==> config.mk <==
export PLATFORM = sky130hd
export DESIGN_NAME = sqm_vector_recorder
export DESIGN_NICKNAME = d
export VERILOG_FILES = /design/src/rtl/sqm_pkg.sv /design/src/rtl/sqm_fifo.sv /design/src/rtl/sqm_vector_recorder.sv
export SDC_FILE = /design/constraint.sdc
export NUM_CORES = 1
export LEC_CHECK = 0
export ABC_AREA = 0
export CAP_MARGIN = 20
export CORE_MARGIN = 3
export CORE_UTILIZATION = 45
export CTS_CLUSTER_DIAMETER = 150
export DETAILED_ROUTE_END_ITERATION = 7
export PLACE_DENSITY = 0.68
export SLEW_MARGIN = 20
export SYNTH_ARGS = -nofsm -noshare
export SYNTH_HDL_FRONTEND = slang
export SYNTH_HIERARCHICAL = 1
export SYNTH_SLANG_ARGS = --single-unit
==> constraint.sdc <==
create_clock -name clk -period 8.63 [get_ports clk]
set_input_delay 2.589 -clock clk [delete_from_list [all_inputs] [get_ports clk]]
set_output_delay 2.589 -clock clk [all_outputs]
set_load 0.01 [all_outputs]
==> src/rtl/sqm_pkg.sv <==
// Shared types for the sqm vector capture path: the 28-bit packed vector
// layout and the recorder state encoding.
package sqm_pkg;

  localparam int VEC_W = 28;

  typedef struct packed {
    logic [7:0] a;
    logic [3:0] b;
    logic [7:0] c;
    logic [7:0] y;
  } sqm_vec_t;

  typedef enum logic [1:0] {
    IDLE = 2'd0,
    REC  = 2'd1,
    DONE = 2'd2
  } rec_state_t;

  function automatic sqm_vec_t pack_vec(input logic [7:0] a_i, input logic [3:0] b_i,
                                        input logic [7:0] c_i, input logic [7:0] y_i);
    sqm_vec_t v_s;
    v_s.a = a_i;
    v_s.b = b_i;
    v_s.c = c_i;
    v_s.y = y_i;
    return v_s;
  endfunction

endpackage

==> src/rtl/sqm_fifo.sv <==
// Synchronous first-word-fall-through FIFO of packed sqm vectors.
// Writes while full and reads while empty are dropped internally.
module sqm_fifo
  import sqm_pkg::*;
#(
  parameter int DEPTH = 16
) (
  input  logic                     clk,
  input  logic                     reset,
  input  logic                     clear,
  input  logic                     wr_en,
  input  sqm_vec_t                 wr_data,
  input  logic                     rd_en,
  output sqm_vec_t                 rd_data,
  output logic [$clog2(DEPTH):0]   count,
  output logic                     full,
  output logic                     empty
);

  localparam int AW = $clog2(DEPTH);
  localparam int CW = AW + 1;
  localparam logic [CW-1:0] FULL_CNT = CW'(DEPTH);

  sqm_vec_t          mem_r [DEPTH];
  logic [AW-1:0]     wr_ptr_r;
  logic [AW-1:0]     rd_ptr_r;
  logic [CW-1:0]     count_r;
  logic              do_wr_s;
  logic              do_rd_s;

  assign full    = (count_r == FULL_CNT);
  assign empty   = (count_r == {CW{1'b0}});
  assign do_wr_s = wr_en && !full;
  assign do_rd_s = rd_en && !empty;
  assign count   = count_r;
  // Head word is forced to zero when empty so stale storage never shows.
  assign rd_data = empty ? sqm_vec_t'({VEC_W{1'b0}}) : mem_r[rd_ptr_r];

  // Storage array; contents need no reset because empty masks the output.
  always_ff @(posedge clk) begin
    if (do_wr_s) begin
      mem_r[wr_ptr_r] <= wr_data;
    end
  end

  // Pointer and occupancy tracking.
  always_ff @(posedge clk) begin
    if (reset || clear) begin
      wr_ptr_r <= {AW{1'b0}};
      rd_ptr_r <= {AW{1'b0}};
      count_r  <= {CW{1'b0}};
    end else begin
      if (do_wr_s) begin
        wr_ptr_r <= wr_ptr_r + {{(AW-1){1'b0}}, 1'b1};
      end
      if (do_rd_s) begin
        rd_ptr_r <= rd_ptr_r + {{(AW-1){1'b0}}, 1'b1};
      end
      case ({do_wr_s, do_rd_s})
        2'b10:   count_r <= count_r + {{AW{1'b0}}, 1'b1};
        2'b01:   count_r <= count_r - {{AW{1'b0}}, 1'b1};
        default: count_r <= count_r;
      endcase
    end
  end

endmodule

==> src/rtl/sqm_vector_recorder.sv <==
// Captures live {a,b,c,y} tuples into a FIFO while armed and streams them
// out over valid/ready; tracks refused tuples with a sticky overflow flag.
module sqm_vector_recorder
  import sqm_pkg::*;
#(
  parameter int DEPTH = 16,
  parameter int VEC_W = 28
) (
  input  logic                     clk,
  input  logic                     reset,
  input  logic                     start,
  input  logic                     stop,
  input  logic                     clear,
  input  logic                     cap_valid,
  input  logic [7:0]               a,
  input  logic [3:0]               b,
  input  logic [7:0]               c,
  input  logic [7:0]               y,
  output logic                     cap_ready,
  output logic                     rd_valid,
  output logic [VEC_W-1:0]         rd_data,
  input  logic                     rd_ready,
  output logic [$clog2(DEPTH):0]   count,
  output logic                     overflow,
  output logic [1:0]               state
);

  localparam int CW = $clog2(DEPTH) + 1;
  localparam logic [CW-1:0] LAST_CNT = CW'(DEPTH - 1);
  localparam logic [CW-1:0] ONE_CNT  = CW'(1);
  localparam logic [CW-1:0] ZERO_CNT = CW'(0);

  rec_state_t        state_r;
  rec_state_t        state_nxt_s;
  logic              overflow_r;
  logic              wr_en_s;
  logic              rd_en_s;
  logic              full_s;
  logic              empty_s;
  logic [CW-1:0]     count_s;
  sqm_vec_t          wr_vec_s;
  sqm_vec_t          rd_vec_s;

  assign wr_vec_s  = pack_vec(a, b, c, y);
  assign cap_ready = (state_r == REC) && !full_s;
  assign wr_en_s   = cap_valid && cap_ready;
  assign rd_valid  = !empty_s;
  assign rd_en_s   = rd_valid && rd_ready;
  assign rd_data   = rd_vec_s;
  assign count     = count_s;
  assign overflow  = overflow_r;
  assign state     = state_r;

  sqm_fifo #(.DEPTH(DEPTH)) u_fifo (
    .clk     (clk),
    .reset   (reset),
    .clear   (clear),
    .wr_en   (wr_en_s),
    .wr_data (wr_vec_s),
    .rd_en   (rd_en_s),
    .rd_data (rd_vec_s),
    .count   (count_s),
    .full    (full_s),
    .empty   (empty_s)
  );

  // Recorder next-state decision.
  always_comb begin
    state_nxt_s = state_r;
    case (state_r)
      IDLE: begin
        if (start) state_nxt_s = REC;
        else       state_nxt_s = IDLE;
      end
      REC: begin
        // A write paired with a pop leaves occupancy unchanged, so it cannot fill.
        if (stop)                                              state_nxt_s = DONE;
        else if (wr_en_s && !rd_en_s && count_s == LAST_CNT)   state_nxt_s = DONE;
        else                                                   state_nxt_s = REC;
      end
      DONE: begin
        if (count_s == ZERO_CNT || (count_s == ONE_CNT && rd_en_s)) state_nxt_s = IDLE;
        else                                                        state_nxt_s = DONE;
      end
      default: state_nxt_s = IDLE;
    endcase
  end

  // State register.
  always_ff @(posedge clk) begin
    if (reset || clear) begin
      state_r <= IDLE;
    end else begin
      state_r <= state_nxt_s;
    end
  end

  // Sticky overflow: a tuple offered while armed or draining but not taken.
  always_ff @(posedge clk) begin
    if (reset || clear) begin
      overflow_r <= 1'b0;
    end else if (cap_valid && !cap_ready && state_r != IDLE) begin
      overflow_r <= 1'b1;
    end else begin
      overflow_r <= overflow_r;
    end
  end

endmodule

==> key figures <==
Die
  – Starting density of the core: 0.463
  – Die W: 207 um
  – I/O pins: 73
  – Core area: 39,300 um^2
  – Die height: just over 200 um
  – Row count: between 70 and 80
  – Die area: 42,800 um^2

Timing
  – Min Tclk post-route: 6.18 ns
  – Max-slew headroom: 0.262
  – Final period utilization: 0.717
  – TNS Setup: 0 ns
  – Worst-Margin Slew: around 1.1 ns
  – Count of final setup violators: 0
  – Max Slew Vio Count: 0
  – Hold_ws: 0.501 ns
  – Worst Skew: 0.0207 ns
  – Endpoints failing hold: 0
  – Max Freq: 0.162 GHz
  – RSZ-0062 raised after global routing: false

Routing
  – 1st-iter DRT viols: 697
  – Drt total wl: 36,500 um
  – WL/cell: roughly 25 um
  – Residual DRC: 0
  – Drt first pass iters: 6
  – Vias per cell: 5.73
  – Vias: 8,514
  – Post-DRT Antenna Nets: 0

GRT
  – Gr usage total: 0.177
  – GRT overflow: 0
  – First-pass GRT wire length: 56,400 um
  – Met3 GRT Util: 0.0373
  – GRT met2 Usage: 0.275
  – Largest net degree at the start of global routing: 100
  – Initial antenna violation count: 2
  – Vias in the first global route: ~9,000
  – Busiest grt layer: met2
  – Grt met1 use: 0.265

Yosys
  – Synth cell types: 48
  – Ys flop type: edfxtp_1
  – Ys async rst share: 0
  – Post-Syn Nets: 873
  – Synth Register Bits: 468
  – YS warnings: 6
  – Post-synthesis cell count: 830
  – Seq/Total Area, Yosys: 0.762
  – Synthesized area per cell: between 20 and 25 um^2
  – Cell Area, Synth: 18,200 um^2
  – EDFF count, synth: approximately 450

Final layout
  – Final Util: 0.539
  – Commonest non-fill, non-tap cell in the layout: edfxtp_1
  – Nets: 974
  – Most frequent cells in the layout: 448 x edfxtp_1, 112 x mux4_2, 72 x clkdlybuf4s50_1
  – Inserted Diodes: 0
  – Share of layout cells above drive strength 1: 0.267
  – Synthesis-to-finish area growth: 16.5%
  – Post-Layout Inst Area: 21,200 um^2

Worst setup path
  – CP startpoint kind: flop
  – CP endpoint kind: output port
  – CP Max Fanout: around 40
  – Worst R2R Start: u_fifo/count[1]
  – CP Data Arrival Time: 3.60 ns
  – Critical Path Sink: rd_data[2]
  – Max stage delay on crit path: approximately 0.85 ns
  – Crit path kind: reg -> out
  – WP data required: 6.04 ns
  – CP cell instances: buf_4, mux4_2, nor2b_1, a221o_1, clkdlybuf4s50_1
  – Crit path max-delay family: buffers and inverters
  – WP buf/inv: 2
  – Worst path slowest cell: dfxtp_4
  – Reg2reg end: u_fifo/count[4]
  – CP Depth: 5
  – FF-to-FF path depth: 12
  – R2r setup slk: a little over 5 ns

CTS
  – CTS buffer count: 47
  – CTS H-Tree Depth: 2
  – Worst skew pair latency: 0.55 ns
  – Root buffer cell: clkbuf_16
  – CTS max path bufs: 3
  – Sink Count: 468
  – Worst-path clk slew: 0.06 ns
  – Post-CTS Setup Inserts: 0
  – CTS tree: yes
  – Post-CTS Hold Fix Bufs: 0
  – CTS resizes: 0

Place
  – Hpwl dp: between 15,000 and 20,000 um
  – Placer Congestion: 0.706
  – DP Area: 19,600 um^2
  – Port bufs: slightly above 70

Outcome
  – Status: completed

Min path
  – Hold Crit Class: reg -> reg

Job
  – Maximum Capacitance Violations: 0

Pwr
  – PwrDens: between 200 and 250 nW/um^2
  – VDD IR max: about 0.14 mV
  – Leak: 6.44 nW
-- flip-flops by register name (all words and copies together), names as in the netlist, named ones only --
register / flops
state: 2
u_fifo/rd_ptr_r: 4
overflow: 1
u_fifo/wr_ptr_r: 4
u_fifo/mem_r: 448
u_fifo/count: 5
-- where the power goes --
part | switching, mW | internal, mW | total [mW]
Sequential | 0.00136 | 2.49 | 2.49
Clock | 0.813 | 1.09 | 1.91
Combinational | 0.0394 | 0.0239 | 0.0633
Total | 0.854 | 3.61 | 4.46
-- worst min path at each step --
stage / startpoint / slack (ns) / cells past startpoint / end
2_1_floorplan: u_fifo/rd_ptr_r[3] / 0.47 / 2 / flop
3_3_place_gp: u_fifo/rd_ptr_r[3] / 0.48 / 2 / flop
3_5_place_dp: u_fifo/rd_ptr_r[3] / 0.50 / 2 / u_fifo/rd_ptr_r[3]
4_1_cts: u_fifo/rd_ptr_r[3] / 0.51 / 2 / u_fifo/rd_ptr_r[3]
5_1_grt: u_fifo/rd_ptr_r[3] / 0.57 / 2 / u_fifo/rd_ptr_r[3]
6_report: u_fifo/rd_ptr_r[3] / 0.50 / 2 / u_fifo/rd_ptr_r[3]
-- cells by family (layout without fill, tap and decap cells) --
group / count (synthesis) / count (layout) / synth area share
buf+inv: 52 / 191 / 0.0138
fa+ha+maj: 8 / 8 / 0.00551
simple gates: 98 / 98 / 0.0305
flops: 468 / 468 / 0.762
mux: 145 / 145 / 0.159
xor+xnor: 7 / 7 / 0.00337
compound gates: 52 / 52 / 0.0258
-- routing by layer --
metal  wire (um)  part of all wire  up-vias
met2       17300              0.47      255
met4         465             0.013        4
li1            -                 -     3689
met5          34           0.00093        -
met3        2410             0.066       48
met1       16300              0.45     4518
-- stage by stage --
stage	std cells	total power, mW	setup WS (ns)
after floorplan	830	2.55	3.04
after global placement	1396	2.60	2.92
after detailed placement	1396	2.60	2.93
after CTS	1483	4.51	2.33
after global routing	1487	4.61	2.16
final	1487	4.46	2.45
-- final cells by class --
cell class / instances / area [um^2]
clock buffer: 57 / 1210
clock inverter: 30 / 231
fill: 3029 / 18100
inverter: 10 / 37.5
multi-input combinational: 310 / 4200
sequential: 468 / 13900
tap: 518 / 648
timing repair buffer: 94 / 978
-- cells in the mapped netlist (9+ instances only) --
cell type | count | area, um^2
a221o_1 | 28 | 280
buf_1 | 9 | 33.8
buf_2 | 12 | 60.1
clkbuf_1 | 14 | 52.6
dfxtp_1 | 20 | 400
edfxtp_1 | 448 | 13500
inv_1 | 10 | 37.5
mux2_2 | 28 | 315
mux4_2 | 112 | 2520
nand2_1 | 9 | 33.8
nor2_1 | 30 | 113
nor2b_1 | 28 | 175
-- worst min-delay path, delay by kind of cell, from the launching register on --
kind             cells  cell delay [ns]
AND/OR/NAND/NOR      1             0.05
flip-flops           1             0.31
AO/OA/AOI/OAI        1             0.09
Power figures use the tool's default switching activity.
